`src/rtl/mux_sel_pkg.sv`:
```
// rtl/mux_sel_pkg.sv - source-select state encodings and mux select constants
package mux_sel_pkg;

    typedef enum logic [1:0] {
        S_A = 2'd0,
        S_B = 2'd1,
        S_C = 2'd2
    } src_state_e;

    localparam logic [1:0] SEL_A = 2'b01;
    localparam logic [1:0] SEL_B = 2'b10;
    localparam logic [1:0] SEL_C = 2'b00;

    function automatic logic [1:0] sel_of(input src_state_e s);
        case (s)
            S_B:     sel_of = SEL_B;
            S_C:     sel_of = SEL_C;
            default: sel_of = SEL_A;
        endcase
    endfunction

    function automatic src_state_e next_of(input src_state_e s);
        case (s)
            S_A:     next_of = S_B;
            S_B:     next_of = S_C;
            default: next_of = S_A;
        endcase
    endfunction

    function automatic src_state_e prev_of(input src_state_e s);
        case (s)
            S_A:     prev_of = S_C;
            S_C:     prev_of = S_B;
            default: prev_of = S_A;
        endcase
    endfunction

endpackage

```
`src/rtl/btn_debounce.sv`:
```
// rtl/btn_debounce.sv - 2-FF synchronizer, stable-level debounce and press pulse for one button
module btn_debounce #(
    parameter int DEBOUNCE_CYCLES = 50000,
    parameter int CNT_W           = 26
) (
    input  logic clk,
    input  logic rst_n,
    input  logic btn_n,
    output logic press
);

    localparam logic [CNT_W-1:0] CNT_LAST = CNT_W'(DEBOUNCE_CYCLES - 1);

    logic             sync1_q, sync1_d;
    logic             sync2_q, sync2_d;
    logic             deb_q, deb_d;
    logic             press_q, press_d;
    logic [CNT_W-1:0] cnt_q, cnt_d;

    always_comb begin
        sync1_d = btn_n;
        sync2_d = sync1_q;
        deb_d   = deb_q;
        cnt_d   = cnt_q;
        press_d = 1'b0;
        if (sync2_q == deb_q) begin
            cnt_d = '0;
        end else if (cnt_q == CNT_LAST) begin
            // Only the released->pressed transition is an event.
            deb_d   = sync2_q;
            cnt_d   = '0;
            press_d = ~sync2_q;
        end else begin
            cnt_d = cnt_q + CNT_W'(1);
        end
    end

    always_ff @(posedge clk or negedge rst_n) begin
        if (!rst_n) begin
            sync1_q <= 1'b1;
            sync2_q <= 1'b1;
            deb_q   <= 1'b1;
            press_q <= 1'b0;
            cnt_q   <= '0;
        end else begin
            sync1_q <= sync1_d;
            sync2_q <= sync2_d;
            deb_q   <= deb_d;
            press_q <= press_d;
            cnt_q   <= cnt_d;
        end
    end

    assign press = press_q;

endmodule

```
`src/rtl/mux_sel_ctrl.sv`:
```
// rtl/mux_sel_ctrl.sv - button-driven A/B/C source-select FSM for the output mux
// Optional timed auto-scan enabled by macro MUX_SEL_AUTO_SCAN_EN.
module mux_sel_ctrl
    import mux_sel_pkg::*;
#(
    parameter int DEBOUNCE_CYCLES = 50000,
    parameter int SCAN_CYCLES     = 50000000,
    parameter int CNT_W           = 26
) (
    input  logic       clk,
    input  logic       rst_n,
    input  logic       btn_next_n,
    input  logic       btn_prev_n,
    input  logic       hold,
    output logic [1:0] sel,
    output logic       sel_chg,
    output logic [1:0] src_idx
);

    if (DEBOUNCE_CYCLES < 2 || SCAN_CYCLES < 2) begin : g_param_chk
        $error("mux_sel_ctrl: DEBOUNCE_CYCLES and SCAN_CYCLES must be >= 2");
    end

    logic       next_evt;
    logic       prev_evt;

    src_state_e state_q, state_d;
    logic [1:0] sel_q, sel_d;
    logic [1:0] src_idx_q, src_idx_d;
    logic       sel_chg_q, sel_chg_d;

    btn_debounce #(
        .DEBOUNCE_CYCLES (DEBOUNCE_CYCLES),
        .CNT_W           (CNT_W)
    ) u_deb_next (
        .clk   (clk),
        .rst_n (rst_n),
        .btn_n (btn_next_n),
        .press (next_evt)
    );

    btn_debounce #(
        .DEBOUNCE_CYCLES (DEBOUNCE_CYCLES),
        .CNT_W           (CNT_W)
    ) u_deb_prev (
        .clk   (clk),
        .rst_n (rst_n),
        .btn_n (btn_prev_n),
        .press (prev_evt)
    );

`ifdef MUX_SEL_AUTO_SCAN_EN
    localparam logic [CNT_W-1:0] SCAN_LAST = CNT_W'(SCAN_CYCLES - 1);
    logic [CNT_W-1:0] scan_cnt_q, scan_cnt_d;
`endif

    always_comb begin
        state_d = state_q;
`ifdef MUX_SEL_AUTO_SCAN_EN
        scan_cnt_d = scan_cnt_q;
`endif
        if (!hold) begin
            if (next_evt && !prev_evt) begin
                state_d = next_of(state_q);
            end else if (prev_evt && !next_evt) begin
                state_d = prev_of(state_q);
            end
`ifdef MUX_SEL_AUTO_SCAN_EN
            // A button event restarts the dwell and overrides a coincident wrap.
            if (next_evt || prev_evt) begin
                scan_cnt_d = '0;
            end else if (scan_cnt_q == SCAN_LAST) begin
                scan_cnt_d = '0;
                state_d    = next_of(state_q);
            end else begin
                scan_cnt_d = scan_cnt_q + CNT_W'(1);
            end
`endif
        end
        // Outputs register alongside the state so they change on the same edge.
        sel_d     = sel_of(state_d);
        src_idx_d = state_d;
        sel_chg_d = (state_d != state_q);
    end

    always_ff @(posedge clk or negedge rst_n) begin
        if (!rst_n) begin
            state_q    <= S_A;
            sel_q      <= SEL_A;
            src_idx_q  <= 2'd0;
            sel_chg_q  <= 1'b0;
`ifdef MUX_SEL_AUTO_SCAN_EN
            scan_cnt_q <= '0;
`endif
        end else begin
            state_q    <= state_d;
            sel_q      <= sel_d;
            src_idx_q  <= src_idx_d;
            sel_chg_q  <= sel_chg_d;
`ifdef MUX_SEL_AUTO_SCAN_EN
            scan_cnt_q <= scan_cnt_d;
`endif
        end
    end

    assign sel     = sel_q;
    assign sel_chg = sel_chg_q;
    assign src_idx = src_idx_q;

endmodule
```
`config.mk`:
```
export PLATFORM = sky130hd
export DESIGN_NAME = mux_sel_ctrl
export DESIGN_NICKNAME = d
export VERILOG_FILES = /design/src/rtl/mux_sel_pkg.sv /design/src/rtl/btn_debounce.sv /design/src/rtl/mux_sel_ctrl.sv
export SDC_FILE = /design/constraint.sdc
export NUM_CORES = 1
export LEC_CHECK = 0
export ABC_AREA = 1
export CORE_MARGIN = 2
export CORE_UTILIZATION = 62
export DETAILED_ROUTE_END_ITERATION = 12
export PLACE_DENSITY = 0.79
export SETUP_SLACK_MARGIN = 0.1
export SLEW_MARGIN = 0
export SYNTH_ARGS = -nofsm -noshare
export SYNTH_HDL_FRONTEND = slang
export SYNTH_SLANG_ARGS = --single-unit
```
`constraint.sdc`:
```
create_clock -name clk -period 1.7 [get_ports clk]
set_input_delay 0.34 -clock clk [delete_from_list [all_inputs] [get_ports clk]]
set_output_delay 0.34 -clock clk [all_outputs]
set_load 0.02 [all_outputs]
```
* Yosys cells after proc, flatten, opt, wreduce, memory -nomap -nowiden *
Cells that the tools add are included.

word-level totals
  flip-flop bits (word level) = 65
  latch bits = 0
  memory bits (writable) = 0
  memory bits (read-only) = 0
  input port bits = 5
  output and inout bits = 5
  logic and storage cells = 49
  memories kept = 0

cells by class
  $add $sub $neg = 2
  $mul = 0
  divide/modulo/power cells = 0
  magnitude comparators = 0
  equal/unequal tests = 9
  shift-type cells = 0
  multiplexer cells = 14
  bitwise gates (word level) = 4
  reduce and logical (&&, ||, !) cells = 7

operator list
  operator                                               number
  2-to-1 mux 26 bit                                      4
  adder 26 x 1 -> 26 bit, second input constant          2
  equality test 26 x 16 -> 1 bit, second input constant  2
  one-hot mux 2 bit (2 select lines)                     3
  2-to-1 mux 2 bit                                       3
  equality test 2 x 1 -> 1 bit, second input constant    2
  equality test 2 bit, second input constant             2
  2-to-1 mux 1 bit                                       4
  inverter 1 bit                                         4
  AND reduction 2 bit                                    2
  equality test 1 bit                                    2
  logical AND 1 bit                                      2
  logical NOT 1 bit                                      2
  logical NOT 2 bit                                      1
  inequality test 2 bit                                  1

* Logic depth before layout (Yosys ltp) *
  depth in word-level cells = 7
  gate-level depth with buffers = 10

* Hierarchy *
From an unflattened synthesis, not the netlist that was laid out.

second synthesis, totals
  cells, all modules = 545
  area, all modules = 3827.4 um^2

modules (own cells, without submodules)
  module                     instances  cells an instance  area an instance (um^2)  sequential area each (um^2)
  btn_debounce (u_deb_prev)  1          248                1767.9                   754.5
  btn_debounce (u_deb_next)  1          249                1746.7                   754.5
  mux_sel_ctrl               1          48                 312.8                    126.4

* Least setup slack after synthesis *
Ideal clock, no wire load.

  path kind = reg2reg
  start point = register, netlist name src_idx[0]
  end point = register sel_q[0], in the netlist sel[0]
  setup time = 0.083 ns
  arrival = 1.302 ns
  slack = 0.315 ns
  stages on the path, launching flop included = 9
  clock period less this slack = 1.385 ns
  path through = dfrtp_1 inv_1 nand2_1 nand2_1 inv_1 nand2_1 nand2_1 o21ai_0 ha_1

RTL lines
  what                  line                RTL
  to (signal assigned)  mux_sel_ctrl.sv:97  sel_q <= sel_d;
  to (decl)             mux_sel_ctrl.sv:28  logic [1:0] sel_q, sel_d;

* Final worst setup path *
  start point = register sel_q[0], in the netlist sel[0]
  end point = output sel[0]

RTL lines
  what       line                RTL
  to (decl)  mux_sel_ctrl.sv:15  output logic [1:0] sel,

No word-level cell between the ends.

==> impl_metrics.tcl <==
set metrics [dict create \
    worst_slew_pin_slew_ns 0.309 \
    hold_ws_ns 0.356 \
    dr.pass1.iters 4 \
    vdd_drop_max_mv 0.721 \
    numCtsBuffers 9 \
    yosysTopAreaCellShare 0.394 \
    grtUsageMet3 0.0700 \
    synth_warnings 0 \
    layout-drive-gt1-share 0.110 \
    clkSlewWorstSetupHoldPaths_ns 0.07 \
    die_y_um 81.0 \
    initial_core_util 0.633 \
    die_w_um 81.0 \
    cp.arrival_ns 1.19 \
    slowest_delay_ns 0.52 \
    grt_usage 0.273 \
    worstPathBufferInverterCount 1 \
    dp_hpwl_mm 5.78 \
    seq_area_frac_synth 0.444 \
    antenna_found_initial 0 \
    cts_buffer_depth 2 \
    routed_via_density 5.16 \
    io_buffers 9 \
    outcome "complete, no violations" \
    core_area_sq_mm 0.00582 \
    power_leakage_uw 0.00185 \
    die_area_sq_mm 0.00657 \
    grt_pass1_wl_mm 13.7 \
    power_switching_uw 964 \
    crit_required_ns 1.36 \
    nets 546 \
    fin_crit_ns 1.53 \
    power_frac_comb 0.129 \
    htree_levels 3 \
    ctsRootBufferMaster "clkbuf_8" \
    grtUsageMet2 0.454 \
    clkPwrFrac 0.409 \
    drc 0 \
    synth_top_area_cell "dfrtp_1" \
    diodes 0 \
    fin_crit_sh 0.899 \
    relSlewSlack 0.793 \
    drtIter0Drc 184 \
    drt-total-wl_mm 7.92 \
    hold_violations 0 \
    avgSynthCellArea_sq_um 7.16 \
    powerDensity_mw_per_mm2 880 \
    pin_count 10 \
    synthTopCellsByArea "dfrtp_1 39%, nand2_1 15%, nor2_1 14%, dfstp_2 5.0%, inv_1 5.0%" \
    end_kind "primary output" \
    grt-ovfl-total 0 \
    path_cells "dlygate4sd2_1" \
    pwr-share-seq 0.461 \
    maxCapViolCount 0 \
    synthesis.nets 522 \
    clkLatencyLatePin_ns 0.34 \
    vias 3190 \
    cts_tree "yes" \
    ys_ff_latch 65 \
    tns_ns 0 \
    setup_viol 0 \
    synth_cells 514 \
    critPathTopFamily "flip-flops" \
    syn_area_sq_mm 0.00368 \
    place.gp.congestion 0.927 \
    cp-start-kind "flop" \
    clock.fmax_mhz 654 \
    area_growth_pct 13.0 \
    cts.sinks 65 \
    cp_max_fo 1 \
    switching_share 0.264 \
    fp-row-count 28 \
    drv_slew 0 \
    path_class "reg2out" \
    wire_per_inst_um 12.8 \
    fin_skew_ns 0.00769 \
    postRouteAntennaNets 0 \
    use_met1 0.345 \
    hp-class "reg2reg" \
    grt_pass1_vias 3037 \
    intPower_uw 2690 \
    grt_busiest_layer "met2" \
    rsz0062_at_grt "true" \
    grt_start_max_net_pins 44 \
    ys_types 26 \
    crit_slowest_cell "dfstp_2" \
]
-- power by group through the flow --
| stage | combinational, uW | clock, uW | sequential (uW) |
|---|---|---|---|
| final | 473 | 1500 | 1690 |
| after global routing | 539 | 1590 | 1690 |
| after CTS | 472 | 1520 | 1690 |
| after detailed placement | 492 | 0 | 1720 |
| after global placement | 481 | 0 | 1710 |
| after floorplan | 229 | 0 | 1770 |
-- registers in the layout, indices dropped and copies added (netlist names) --
signal              flops
sel                     2
u_deb_next.deb_q        1
u_deb_next.sync2_q      1
sel_chg                 1
u_deb_next.cnt_q       26
src_idx                 2
u_deb_next.sync1_q      1
u_deb_prev.deb_q        1
u_deb_prev.press        1
u_deb_prev.sync1_q      1
u_deb_next.press        1
u_deb_prev.cnt_q       26
u_deb_prev.sync2_q      1
-- synthesized netlist by cell type, drive strengths merged --
| cell type | n |
|---|---|
| a21oi | 2 |
| and2 | 4 |
| buf | 2 |
| clkinv | 2 |
| dfrtp | 58 |
| dfstp | 7 |
| ha | 3 |
| inv | 53 |
| nand2 | 159 |
| nand3 | 27 |
| nand3b | 3 |
| nand4 | 7 |
| nor2 | 150 |
| nor3 | 2 |
| nor3b | 1 |
| o21ai | 3 |
| o21bai | 2 |
| xnor2 | 14 |
| xor2 | 15 |
-- cell families (layout without fill, tap and decap cells) --
group	count (synthesis)	count (layout)	synth area share
fa+ha+maj	3	3	0.0102
buf+inv	57	86	0.0588
xor+xnor	29	29	0.0690
compound gates	7	7	0.0109
simple gates	353	353	0.407
flops	65	65	0.444
-- final cells by class --
cell class / count / area (sq um)
flip-flops and latches: 65 / 1640
inverters: 55 / 206
well taps: 75 / 93.8
repair buffers: 15 / 151
multi-input cells: 392 / 1840
fillers: 484 / 1660
clock inverters: 5 / 77.6
clock buffers: 11 / 151
-- what timing repair did --
item	4_1_cts	5_1_grt
endpoints found under the setup margin	5	13
gates resized for setup	5	4
hold buffers	1	0
hold endpoints to repair	18	0
setup buffers	0	1
-- layout by cell type, fill, tap and decap left out, drive strengths merged --
master           n
dlygate4sd2      5
clkinvlp         1
dfstp            7
buf              6
nor3b            1
clkdlybuf4s50    3
nand3           27
clkbuf          11
ha               3
nand2          159
nor2           150
xor2            15
and2             4
o21ai            3
nand4            7
a21oi            2
nand3b           3
clkinv           4
dfrtp           58
bufinv           2
nor3             2
dlygate4sd3      1
inv             53
xnor2           14
o21bai           2
-- path summary, 6_finish.rpt --
check,end,startpoint,slack [ns],cells past startpoint
min in group asynchronous,sel[1],rst_n,0.52,3
worst min register to register,u_deb_next.sync2_q,u_deb_next.sync1_q,0.36,0
max in group asynchronous,u_deb_next.sync2_q,rst_n,0.87,3
worst max register to register,u_deb_prev.cnt_q[2],u_deb_prev.sync2_q,0.20,4
worst max-delay path,sel[0],sel[0],0.17,1
worst min-delay path,u_deb_next.sync2_q,u_deb_next.sync1_q,0.36,0
-- stage by stage --
step	instance area (sq um)	total power, uW	std cells	util	setup WS [ns]
2_1_floorplan	3680	2000	514	-	0.315
3_3_place_gp	3900	2190	600	0.671	0.215
3_5_place_dp	3900	2210	600	0.671	0.124
4_1_cts	4140	3680	617	0.711	0.156
5_1_grt	4160	3820	618	0.715	0.0979
6_report	4160	3660	618	0.715	0.172
-- layer usage --
layer  vias up  part of all wire
met5         -                 0
met4         0             0.023
met3        24             0.050
met2        93              0.48
met1      1457              0.45
li1       1616                 -
Power figures use the tool's default switching activity.
